$ cat src/rtl/mul_32bits_iter.sv
// ============================================================================
// mul_32bits_iter
// ----------------------------------------------------------------------------
// Iterative 32x32 -> 64-bit shift-and-add multiplier for the EX stage
// (MUL / MULU). Operands are reduced to magnitudes on acceptance, 32
// shift-add iterations run through a single carry-select adder_32bits, and
// a final FIX cycle applies the sign. Latency is fixed at 33 cycles from
// accept to done, independent of the operand values.
//
// Ports
//   clk        rising-edge clock
//   rst_n      asynchronous active-low reset
//   start      request; only looked at in IDLE or DONE
//   is_signed  1 = two's-complement operands, 0 = unsigned (sampled with start)
//   op_a       32-bit multiplicand (sampled with start)
//   op_b       32-bit multiplier   (sampled with start)
//   busy       high while in CALC or FIX (pipeline stalls EX)
//   done       one-cycle pulse; result is valid
//   result     64-bit product {hi,lo}; held until the next accepted start
// ============================================================================

// ----------------------------------------------------------------------------
// adder_32bits
// 32-bit carry-select adder. Every 4-bit block precomputes its sum for both
// carry-in values; the incoming block carry then selects one of them, so the
// critical path is one block add plus a chain of 2:1 muxes.
//
// Ports
//   a, b   32-bit addends
//   ci     carry in
//   sum    32-bit sum
//   co     carry out of bit 31
// ----------------------------------------------------------------------------
module adder_32bits (
   input  logic [31:0] a,
   input  logic [31:0] b,
   input  logic        ci,
   output logic [31:0] sum,
   output logic        co
);

   localparam int BLK  = 4;
   localparam int NBLK = 32 / BLK;

   // carry_chain[k] is the carry into block k
   logic [NBLK:0] carry_chain;

   assign carry_chain[0] = ci;

   genvar gi;
   generate
      for (gi = 0; gi < NBLK; gi++) begin : g_blk
         logic [BLK:0] sum_c0;
         logic [BLK:0] sum_c1;

         assign sum_c0 = {1'b0, a[gi*BLK +: BLK]} + {1'b0, b[gi*BLK +: BLK]};
         assign sum_c1 = {1'b0, a[gi*BLK +: BLK]} + {1'b0, b[gi*BLK +: BLK]}
                         + {{BLK{1'b0}}, 1'b1};

         assign sum[gi*BLK +: BLK]   = carry_chain[gi] ? sum_c1[BLK-1:0] : sum_c0[BLK-1:0];
         assign carry_chain[gi+1]    = carry_chain[gi] ? sum_c1[BLK]     : sum_c0[BLK];
      end
   endgenerate

   assign co = carry_chain[NBLK];

endmodule

// ----------------------------------------------------------------------------
// mul_32bits_iter (top)
// ----------------------------------------------------------------------------
module mul_32bits_iter #(
   parameter int ITER = 32
) (
   input  logic        clk,
   input  logic        rst_n,
   input  logic        start,
   input  logic        is_signed,
   input  logic [31:0] op_a,
   input  logic [31:0] op_b,
   output logic        busy,
   output logic        done,
   output logic [63:0] result
);

   localparam int            CW       = $clog2(ITER);
   localparam logic [CW-1:0] CNT_LAST = CW'(ITER - 1);

   typedef enum logic [1:0] {
      IDLE = 2'd0,
      CALC = 2'd1,
      FIX  = 2'd2,
      DONE = 2'd3
   } state_t;

   state_t        state_reg;
   logic [31:0]   mcand_reg;
   logic [31:0]   acc_reg;
   logic [31:0]   mq_reg;
   logic          neg_reg;
   logic [CW-1:0] cnt_reg;
   logic [63:0]   result_reg;
   logic          busy_reg;
   logic          done_reg;

   // ------------------------------------------------------------------
   // Operand magnitudes. |0x80000000| stays 0x80000000, which read as an
   // unsigned 2^31 is exactly the magnitude the algorithm needs.
   // ------------------------------------------------------------------
   logic [31:0] mag_a;
   logic [31:0] mag_b;
   logic        neg_next;

   assign mag_a    = (is_signed && op_a[31]) ? (~op_a + 32'd1) : op_a;
   assign mag_b    = (is_signed && op_b[31]) ? (~op_b + 32'd1) : op_b;
   assign neg_next = is_signed & (op_a[31] ^ op_b[31]);

   // ------------------------------------------------------------------
   // Shift-add datapath: add the multiplicand into the upper half when the
   // current multiplier LSB is set. The carry-out becomes the new MSB of
   // the accumulator through the right shift, so nothing is lost.
   // ------------------------------------------------------------------
   logic [31:0] addend;
   logic [31:0] add_sum;
   logic        add_co;

   assign addend = mq_reg[0] ? mcand_reg : 32'd0;

   adder_32bits u_adder (
      .a   (acc_reg),
      .b   (addend),
      .ci  (1'b0),
      .sum (add_sum),
      .co  (add_co)
   );

   // Final sign fix-up is local 64-bit logic, kept off the shared adder.
   logic [63:0] product_mag;
   logic [63:0] product_neg;

   assign product_mag = {acc_reg, mq_reg};
   assign product_neg = ~product_mag + 64'd1;

   // ------------------------------------------------------------------
   // Control FSM with registered busy/done/result.
   // ------------------------------------------------------------------
   always_ff @(posedge clk or negedge rst_n) begin
      if (!rst_n) begin
         state_reg  <= IDLE;
         mcand_reg  <= '0;
         acc_reg    <= '0;
         mq_reg     <= '0;
         neg_reg    <= 1'b0;
         cnt_reg    <= '0;
         result_reg <= '0;
         busy_reg   <= 1'b0;
         done_reg   <= 1'b0;
      end else begin
         case (state_reg)
            // IDLE and DONE both accept a new request; accepting in DONE
            // gives back-to-back operation with no idle gap.
            IDLE, DONE: begin
               done_reg <= 1'b0;
               if (start) begin
                  mcand_reg <= mag_a;
                  mq_reg    <= mag_b;
                  neg_reg   <= neg_next;
                  acc_reg   <= '0;
                  cnt_reg   <= '0;
                  busy_reg  <= 1'b1;
                  state_reg <= CALC;
               end else begin
                  state_reg <= IDLE;
               end
            end

            CALC: begin
               {acc_reg, mq_reg} <= {add_co, add_sum, mq_reg[31:1]};
               cnt_reg           <= cnt_reg + CW'(1);
               if (cnt_reg == CNT_LAST) begin
                  state_reg <= FIX;
               end
            end

            FIX: begin
               result_reg <= neg_reg ? product_neg : product_mag;
               busy_reg   <= 1'b0;
               done_reg   <= 1'b1;
               state_reg  <= DONE;
            end

            default: begin
               busy_reg  <= 1'b0;
               done_reg  <= 1'b0;
               state_reg <= IDLE;
            end
         endcase
      end
   end

   assign busy   = busy_reg;
   assign done   = done_reg;
   assign result = result_reg;

endmodule
$ cat config.mk
export PLATFORM = sky130hd
export DESIGN_NAME = mul_32bits_iter
export DESIGN_NICKNAME = d
export VERILOG_FILES = /design/src/rtl/mul_32bits_iter.sv
export SDC_FILE = /design/constraint.sdc
export NUM_CORES = 1
export LEC_CHECK = 0
export CORE_ASPECT_RATIO = 1.25
export CORE_MARGIN = 8
export CORE_UTILIZATION = 40
export DETAILED_ROUTE_END_ITERATION = 7
export GPL_TIMING_DRIVEN = 0
export HOLD_SLACK_MARGIN = 0.03
export PLACE_DENSITY = 0.6
export SETUP_SLACK_MARGIN = 0.05
export SYNTH_ARGS = -nofsm -noshare
export SYNTH_HDL_FRONTEND = slang
export SYNTH_SLANG_ARGS = --single-unit
$ cat constraint.sdc
create_clock -name clk -period 4.7 [get_ports clk]
set_input_delay 0.94 -clock clk [delete_from_list [all_inputs] [get_ports clk]]
set_output_delay 0.94 -clock clk [all_outputs]
set_load 0.05 [all_outputs]
Word-level counts from Yosys, hierarchy flattened:

Cells that the tools add are included.

* multiplexer cells: 30
* add/subtract/negate cells: 19
* reductions and logical operators: 9
* bitwise operators: 5
* eq/ne operators: 6

Operator list (number)
* two-way mux 32 bit: 5
* one-hot mux 32 bit (2 select lines): 2
* adder 32 x 1 -> 32 bit, second input constant: 2
* adder 64 x 1 -> 64 bit, second input constant: 1
* two-way mux 64 bit: 1
* inverter 32 bit: 2
* inverter 64 bit: 1
* adder 4 x 4 -> 5 bit: 8
* adder 5 x 1 -> 5 bit, second input constant: 8
* two-way mux 4 bit: 7
* one-hot mux 5 bit (2 select lines): 1
* two-way mux 1 bit: 9
* one-hot mux 2 bit (3 select lines): 1
* AND reduction 2 bit: 3
* == test 5 bit, second input constant: 1
* two-way mux 5 bit: 1
* == test 2 bit, second input constant: 2
* != test 2 bit, second input constant: 2
* one-hot mux 1 bit (2 select lines): 2
* nonzero test 2 bit: 2
* == test 2 x 1 -> 1 bit, second input constant: 1
* logical AND 1 bit: 2
* logical NOT 2 bit: 1
* two-way mux 2 bit: 1
* other kinds (3): 3

* word-level logic and storage cells: 78
* bits of input ports: 68
* output and inout port bits: 66
* bits in registers: 170

Logic depth before layout (Yosys ltp):

Gate-level depths: netlist of run 1.

* depth in word-level cells: 11
* gate-level depth with buffers: 17
* depth with buffers taken out: 15

By module:

From an unflattened synthesis of run 1, not the netlist that was laid out.

* cell total of the unflattened synthesis: 1326
* area total of the unflattened synthesis: 11468.5 sq um

By module, submodules not included
* mul_32bits_iter: area each 9600.5 sq um, cells an instance 1115, instances 1, sequential area each 4254.1 sq um
* adder_32bits: area each 1868.0 sq um, cells an instance 211, instances 1, sequential area each 0.0 sq um

Worst setup path before layout of run 1:

Ideal clock, no wire load.

* path kind: flip-flop to flip-flop
* from: register mq_reg[0]
* to: register acc_reg[29]
* period minus slack after synthesis: 4.462 ns
* stages on the path, launching flop included: 17
* data arrival time: 4.366 ns
* setup time: 0.096 ns
* path buffers: 2
* path slack: 0.238 ns
* data required time: 4.604 ns
* path through: dfrtp_1 > clkbuf_1 > clkbuf_1 > and2_1 > ha_1 > fa_1 > ha_1 > nand2_2 > a2111oi_4 > mux2i_1 > mux2i_1 > mux2i_1 > mux2i_1 > mux2i_2 > xnor2_2 > and3_2 > o31ai_1

* longest elaborated chain between the ends: 11
* elaborated cells on any way between the ends: 24
* classes of those cells: 15 x add/sub; 9 x mux

Ends and longest elaborated chain
* start: declaration: line 99 `logic [31:0] mq_reg;`
* start signal: assignment: line 166 `mq_reg <= mag_b;`
* start signal: assignment: line 178 `{acc_reg, mq_reg} <= {add_co, add_sum, mq_reg[31:1]};`
* two-way mux 32 bit *: line 127 `assign addend = mq_reg[0] ? mcand_reg : 32'd0;`
* adder 4 x 4 -> 5 bit: line 56, 57
* adder 5 x 1 -> 5 bit: line 58 `+ {{BLK{1'b0}}, 1'b1};`
* two-way mux 1 bit (6 in series): line 61 `assign carry_chain[gi+1] = carry_chain[gi] ? sum_c1[BLK] : sum_c0[BLK];`
* two-way mux 4 bit *: line 60 `assign sum[gi*BLK +: BLK] = carry_chain[gi] ? sum_c1[BLK-1:0] : sum_c0[BLK-1:0];`
* one-hot mux 32 bit (2 select lines) *: line 159 `case (state_reg)`
* end signal: assignment: line 178
* end: declaration: line 98 `logic [31:0] acc_reg;`

Every way passes the cells marked *; elsewhere a longest branch is shown, timed or not.
A chain may end at the register's enable or synchronous reset.

Final worst setup path of run 1:

* from: register mq_reg[0]
* to: register acc_reg[31]

* longest elaborated chain between the ends: 11
* elaborated cells on any way between the ends: 24
* classes of those cells: 15 x add/sub; 9 x mux

Ends and longest elaborated chain (line)
* two-way mux 32 bit *: 127
* adder 4 x 4 -> 5 bit: 56, 57
* adder 5 x 1 -> 5 bit: 58
* two-way mux 1 bit (6 in series): 61
* two-way mux 1 bit *: 61
* one-hot mux 32 bit (2 select lines) *: 159

Marked as above.

==> run summary, run 1 <==
final worst setup slack: 0.204 ns
Max IR drop VDD: 0.361 mV
fmax: 222 MHz
CP Capture Type: flip-flop
Final nets: 1525
Mean Syn Cell Area: 8.88 sq um
max FFs per register: 64
post-DP HPWL: 24.8 mm
Syn Std Cell Area: 11000 sq um
crit-path leading delay family: multiplexers
antenna viol nets, final: 0
Max Cap Viol: 0
Post-Route WL: 32.6 mm
FF-to-FF End: acc_reg[31]
first-pass GRT wire length: 52.6 mm
WL/cell: 18.5 um
clock-pin slew on the worst setup and hold paths: 0.07 ns
status: complete, no violations
CTS tree: yes
RSZ-0062 raised after global routing: false
Starting Density: 0.402
clk_lat worst skew: 0.43 ns
vias per cell: 5.46
GR Util All Layers: 0.198
initial antenna violation count: 0
syn nets: 1364
sequential element share of the synthesized area: 0.386
critical path launch point type: flip-flop
top-level I/O count: 134
core footprint: 27400 sq um
synth warn: 0
crit path buf inv count: 1
max_slew headroom: 0.444
Critical-path top delay cell: fa_1
worst path cell trace: buf_4 > and2_1 > ha_2 > fa_1 > ha_2 > nand2_2 > a2111oi_4 > mux2i_2 > mux2i_2 > mux2i_2 > mux2i_4 > mux2i_4 > mux2i_1 > xor2_1 > o21ai_0
Tcrit/Tclk final: 0.957
IO Port Bufs: 133
initial drt markers: 528
Area Overhead vs Synth: 23.1%
R2R Path Start: mq_reg[0]
CP Class: flip-flop to flip-flop
worst hold margin: 0.471 ns
WP depth: 15
drt drc: 0
row count: 68
Die Area: 33100 sq um
HP Class: flip-flop to flip-flop
Mapped Cells: 1241
Yosys reg bits: 170
CTS sink cnt: 170
Arr. time, crit path: 4.80 ns
CP max stage delay: 0.55 ns
R2R cell count: 15
commonest non-fill, non-tap cells in the layout: 169 x dfrtp_1, 132 x clkdlybuf4s50_1, 124 x nand2_1, 123 x a21oi_1, 112 x nor2_1
Pwr Density: 775 nW/um^2
router iterations before antenna repair: 5
via count: 9637
Main synth FF type: dfrtp_1
vias in the first global route: 9765
die height: 202 um
H-tree depth: 4
CP Capture Point: acc_reg[31]
clock buffer depth: 2
Final Wtd Congestion: 0.897
CP most frequent cell: mux2i_2
R2R Setup Slk: 0.20 ns
Layout Skew: 0.00857 ns
Worst Path Max Fanout: 10
fraction of layout cells with a size suffix above 1: 0.0629
Worst-Margin Slew: 0.834 ns
die width: 164 um
Final setup viols: 0
Fin. Hold Viols: 0
Crit. Startpoint: mq_reg[0]
largest net degree at the start of global routing: 100
Root Buffer: clkbuf_16
Pins Over Slew Limit: 0
share of flip-flops with an asynchronous set or reset: 1.00
Synth cell types: 50
Design Area, Final: 13600 sq um
Overflow after GRT: 0
fin util: 0.495
setup slack at placement: -0.808 ns
commonest non-fill, non-tap cell in the layout: dfrtp_1
Num CTS Buffers: 17
ant diodes: 0
P_leak: 5.59 nW
CP required: 5.00 ns
Placed Area: 12800 sq um
Post-synth EDFFs: 0
Min Clock Period, post-route: 4.50 ns
cell usage after synthesis, types with 20 or more instances:
cell type,count,share of area
xor2_1,103,0.082
nand3_1,20,0.0091
xnor2_1,57,0.045
ha_1,47,0.053
o21ai_0,94,0.043
o31ai_1,32,0.022
nand2_1,124,0.042
and2_1,36,0.020
clkbuf_1,65,0.022
mux2_2,20,0.020
or3_1,20,0.011
nor2_1,112,0.038
dfrtp_1,170,0.39
a21oi_1,123,0.056
o22ai_1,47,0.027
cells by family after synthesis:
group,Yosys count,synth area share
flops,170,0.386
simple gates,393,0.169
xor+xnor,162,0.130
buf+inv,85,0.0290
compound gates,339,0.181
mux,37,0.0362
fa+ha+maj,55,0.0679
worst register-to-register path, delay by kind of cell, from the launching register on:
family	cells	cell delay (ns)
adder cells (fa/ha/maj)	3	0.93
buffers and inverters	1	0.18
XOR/XNOR	1	0.16
AO/OA/AOI/OAI	2	0.34
flip-flops	1	0.47
AND/OR/NAND/NOR	2	0.21
multiplexers	6	2.06
per-stage QoR:
stage          cells  power (mW)  TNS (ns)
3_3_place_gp    1724        8.86   -779.45
3_5_place_dp    1725        8.98     -5.37
4_1_cts         1761        10.5         0
6_report        1765        10.5         0
5_1_grt         1765        11.3         0
2_1_floorplan   1241        6.99         0
metal layers:
| layer | GRT usage | wire, um | up-vias |
|---|---|---|---|
| met4 | 0.0687 | 901 | 0 |
| met5 | 0 | 0 | - |
| met2 | 0.338 | 16000 | 247 |
| li1 | - | - | 4712 |
| met1 | 0.243 | 14100 | 4623 |
| met3 | 0.0366 | 1660 | 55 |
what timing repair did:
action	CTS	global route
pin swaps	1	4
cloned	0	0
endpoints found under the setup margin	12	8
hold buffers	0	0
setup buffers	5	4
gates resized for setup	10	10
final cells by class:
cell class,instances,area [sq um]
fillers,2639,13800
plain buffers,68,267
clock inverters,10,139
repair buffers,143,1430
well taps,350,438
inverters,16,60.1
clock buffers,22,484
multi-input cells,986,6490
flip-flops and latches,170,4260
worst min-delay path by stage:
stage,from,end,slack [ns],depth (start not counted)
after floorplan,mcand_reg[31],mcand_reg[31],0.44,2
after global placement,mcand_reg[12],mcand_reg[12],0.46,2
after detailed placement,mcand_reg[11],mcand_reg[11],0.46,2
after CTS,mcand_reg[7],mcand_reg[7],0.48,2
after global routing,mcand_reg[16],mcand_reg[16],0.51,2
final,mcand_reg[27],mcand_reg[27],0.47,2
report_power, final:
group / switching, mW / total (mW) / leakage, nW / internal, mW
Clock: 0.606 / 1.50 / 0.306 / 0.894
Combinational: 3.91 / 6.15 / 3.23 / 2.24
Sequential: 0.678 / 2.86 / 2.05 / 2.18
Total: 5.20 / 10.5 / 5.59 / 5.31
Note: power is estimated with default switching activity, not from simulation.
==> run 2: changes to the inputs <==
--- a/config.mk
+++ b/config.mk
@@ -6,11 +6,9 @@
 export NUM_CORES = 1
 export LEC_CHECK = 0
 export CORE_ASPECT_RATIO = 1.25
-export CORE_MARGIN = 8
 export CORE_UTILIZATION = 40
 export DETAILED_ROUTE_END_ITERATION = 7
 export GPL_TIMING_DRIVEN = 0
-export HOLD_SLACK_MARGIN = 0.03
 export PLACE_DENSITY = 0.6
 export SETUP_SLACK_MARGIN = 0.05
 export SYNTH_ARGS = -nofsm -noshare
==> run summary, run 2 (same netlist as run 1, synthesis figures left out) <==
Starting Density: 0.409 (+0.00727)
Post-Route WL: 31.1 mm (-4.6%)
Final Wtd Congestion: 0.903 (+0.61%)
P_leak: 5.56 nW (-0.50%)
IO Port Bufs: 133 (unchanged)
Reg area: 4260 sq um (unchanged)
status: complete, no violations
via count: 9576 (-0.63%)
R2R Setup Slk: 0.22 ns (about the same)
max_slew headroom: 0.419 (-0.0257)
fmax: 223 MHz (+0.31%)
Final nets: 1526 (+0.066%)
GR Util All Layers: 0.227 (+0.0293)
Root Buffer: clkbuf_16
Fin. Hold Viols: 0 (unchanged)
area of the multi-input gates: 6500 sq um (+0.12%)
cts-stage hold buffer count: 0 (unchanged)
CP Class: flip-flop to flip-flop
top-level I/O count: 134 (unchanged)
Max IR drop VDD: 0.320 mV (-11%)
fraction of layout cells with a size suffix above 1: 0.0629 (about the same)
Min Clock Period, post-route: 4.48 ns (-0.0141 ns)
CTS sink cnt: 170 (unchanged)
Tcrit/Tclk final: 0.954 (-0.00300)
Fill cells: 2569 (-2.7%)
Clock power frac: 0.134 (-0.009)
largest net degree at the start of global routing: 106 (+6.0%)
H-tree depth: 4 (unchanged)
clock buffer depth: 2 (unchanged)
die width: 150 um (-8.5%)
antenna viol nets, final: 0 (unchanged)
final worst setup slack: 0.218 ns (+0.0141 ns)
row count: 67 (-1.5%)
CP Capture Type: flip-flop
initial antenna violation count: 0 (unchanged)
Pins Over Slew Limit: 0 (unchanged)
Die Area: 28200 sq um (-15%)
CP required: 5.00 ns (about the same)
commonest non-fill, non-tap cell in the layout: dfrtp_1
switching fraction of total power: 0.500 (+0.00560)
max FFs per register: 64 (unchanged)
drt drc: 0 (unchanged)
Final setup viols: 0 (unchanged)
FF-to-FF End: acc_reg[31]
Worst-Margin Slew: 0.872 ns (+0.0385 ns)
Arr. time, crit path: 4.78 ns (-0.02 ns)
initial drt markers: 428 (-19%)
clk_lat worst skew: 0.44 ns (about the same)
HP Class: input pin to async pin
vias per cell: 5.44 (-0.41%)
part of the power in combinational logic: 0.588 (+0.003)
Max Cap Viol: 0 (unchanged)
setup slack at placement: -0.800 ns (+0.00776 ns)
RSZ-0062 raised after global routing: false
critical path launch point type: flip-flop
Crit. Startpoint: mq_reg[0]
Psw: 5.17 mW (-0.46%)
CTS tree: yes
R2R Path Start: mq_reg[0]
Layout Skew: 0.0147 ns (+0.00612 ns)
core footprint: 26900 sq um (-1.8%)
Flop pwr share: 0.278 (+0.006)
clock-pin slew on the worst setup and hold paths: 0.07 ns (about the same)
Area Overhead vs Synth: 22.7%
CP Capture Point: acc_reg[31]
router iterations before antenna repair: 6 (+1)
Num CTS Buffers: 17 (unchanged)
Overflow after GRT: 0 (unchanged)
R2R cell count: 15 (unchanged)
die height: 188 um (-6.9%)
first-pass GRT wire length: 50.1 mm (-4.7%)
commonest non-fill, non-tap cells in the layout: 169 x dfrtp_1, 132 x clkdlybuf4s50_1, 124 x nand2_1, 123 x a21oi_1, 112 x nor2_1
ant diodes: 0 (unchanged)
cell internal pwr: 5.17 mW (-2.7%)
post-DP HPWL: 23.8 mm (-4.0%)
worst hold margin: 0.432 ns (-0.0392 ns)
vias in the first global route: 9440 (-3.3%)
Worst Path Max Fanout: 10 (unchanged)
Pwr Density: 765 nW/um^2 (-1.2%)
WL/cell: 17.7 um (-4.4%)
-- run 2: changes by cell type in the layout (fill, tap and decap cells not counted), sizes merged --
cell	delta
inv	+6
clkinv	-2
buf	+1
clkbuf	-4
bufinv	-2
clkinvlp	+2
-- run 2: metal layers --
layer | up-vias | GRT usage | wire length (um)
met2 | 258 | 0.392 | 15600
met4 | 0 | 0.0878 | 950
met1 | 4552 | 0.284 | 13400
met5 | - | 0 | 0
met3 | 52 | 0.0285 | 1200
li1 | 4714 | - | -
-- run 2: layout make-up --
| class | count | share of cell area |
|---|---|---|
| Multi-Input combinational cell | 986 | 0.481 |
| Sequential cell | 170 | 0.315 |
| Timing Repair Buffer | 144 | 0.106 |
| Tap cell | 345 | 0.0319 |
| Clock buffer | 18 | 0.0317 |
| Buffer | 68 | 0.0200 |
| Clock inverter | 14 | 0.0101 |
| Inverter | 16 | 0.00444 |
-- run 2: power by group through the flow --
| stage | Sequential, mW | Clock (mW) | Combinational, mW |
|---|---|---|---|
| final | 2.87 | 1.39 | 6.08 |
| after global routing | 2.97 | 1.47 | 6.71 |
| after CTS | 2.87 | 1.41 | 6.08 |
| after detailed placement | 2.88 | 0 | 6.05 |
| after global placement | 2.86 | 0 | 5.96 |
| after floorplan | 3.65 | 0 | 3.34 |
-- run 2: critical path, cell delays in order, from the launching register on --
cell and delay, ns:
dfrtp_2 0.48, buf_6 0.16, and2_1 0.13, ha_2 0.18, fa_1 0.55, ha_2 0.21, nand2_2 0.07, a2111oi_4 0.26
mux2i_2 0.34, mux2i_2 0.31, mux2i_2 0.35, mux2i_4 0.35, mux2i_4 0.41, mux2i_2 0.29, xor2_1 0.15, o21ai_0 0.08
-- run 2: stage by stage --
step | power (mW) | TNS (ns) | util | cells | instance area [sq um]
after CTS | 10.4 | 0 | 0.500 | 1758 | 13500
after floorplan | 6.99 | 0 | - | 1241 | 11000
after global placement | 8.82 | -777.06 | 0.475 | 1719 | 12800
final | 10.3 | 0 | 0.502 | 1761 | 13500
after global routing | 11.2 | 0 | 0.502 | 1761 | 13500
after detailed placement | 8.93 | -5.26 | 0.476 | 1720 | 12800
-- run 2: timing repair --
action	CTS	global route
buffers inserted	7	3
resized for setup	10	11
pin swaps	1	4
hold endpoints to repair	0	0
setup endpoints to repair	12	8
-- run 2: worst min-delay path by stage --
stage	from	endpoint	slack (ns)	cells after the start
6_report	rst_n	result[24]	0.43	1
5_1_grt	rst_n	result[24]	0.47	1
4_1_cts	rst_n	result[23]	0.45	1
3_5_place_dp	mcand_reg[6]	mcand_reg[6]	0.46	2
3_3_place_gp	mcand_reg[12]	mcand_reg[12]	0.46	2
2_1_floorplan	mcand_reg[31]	mcand_reg[31]	0.44	2
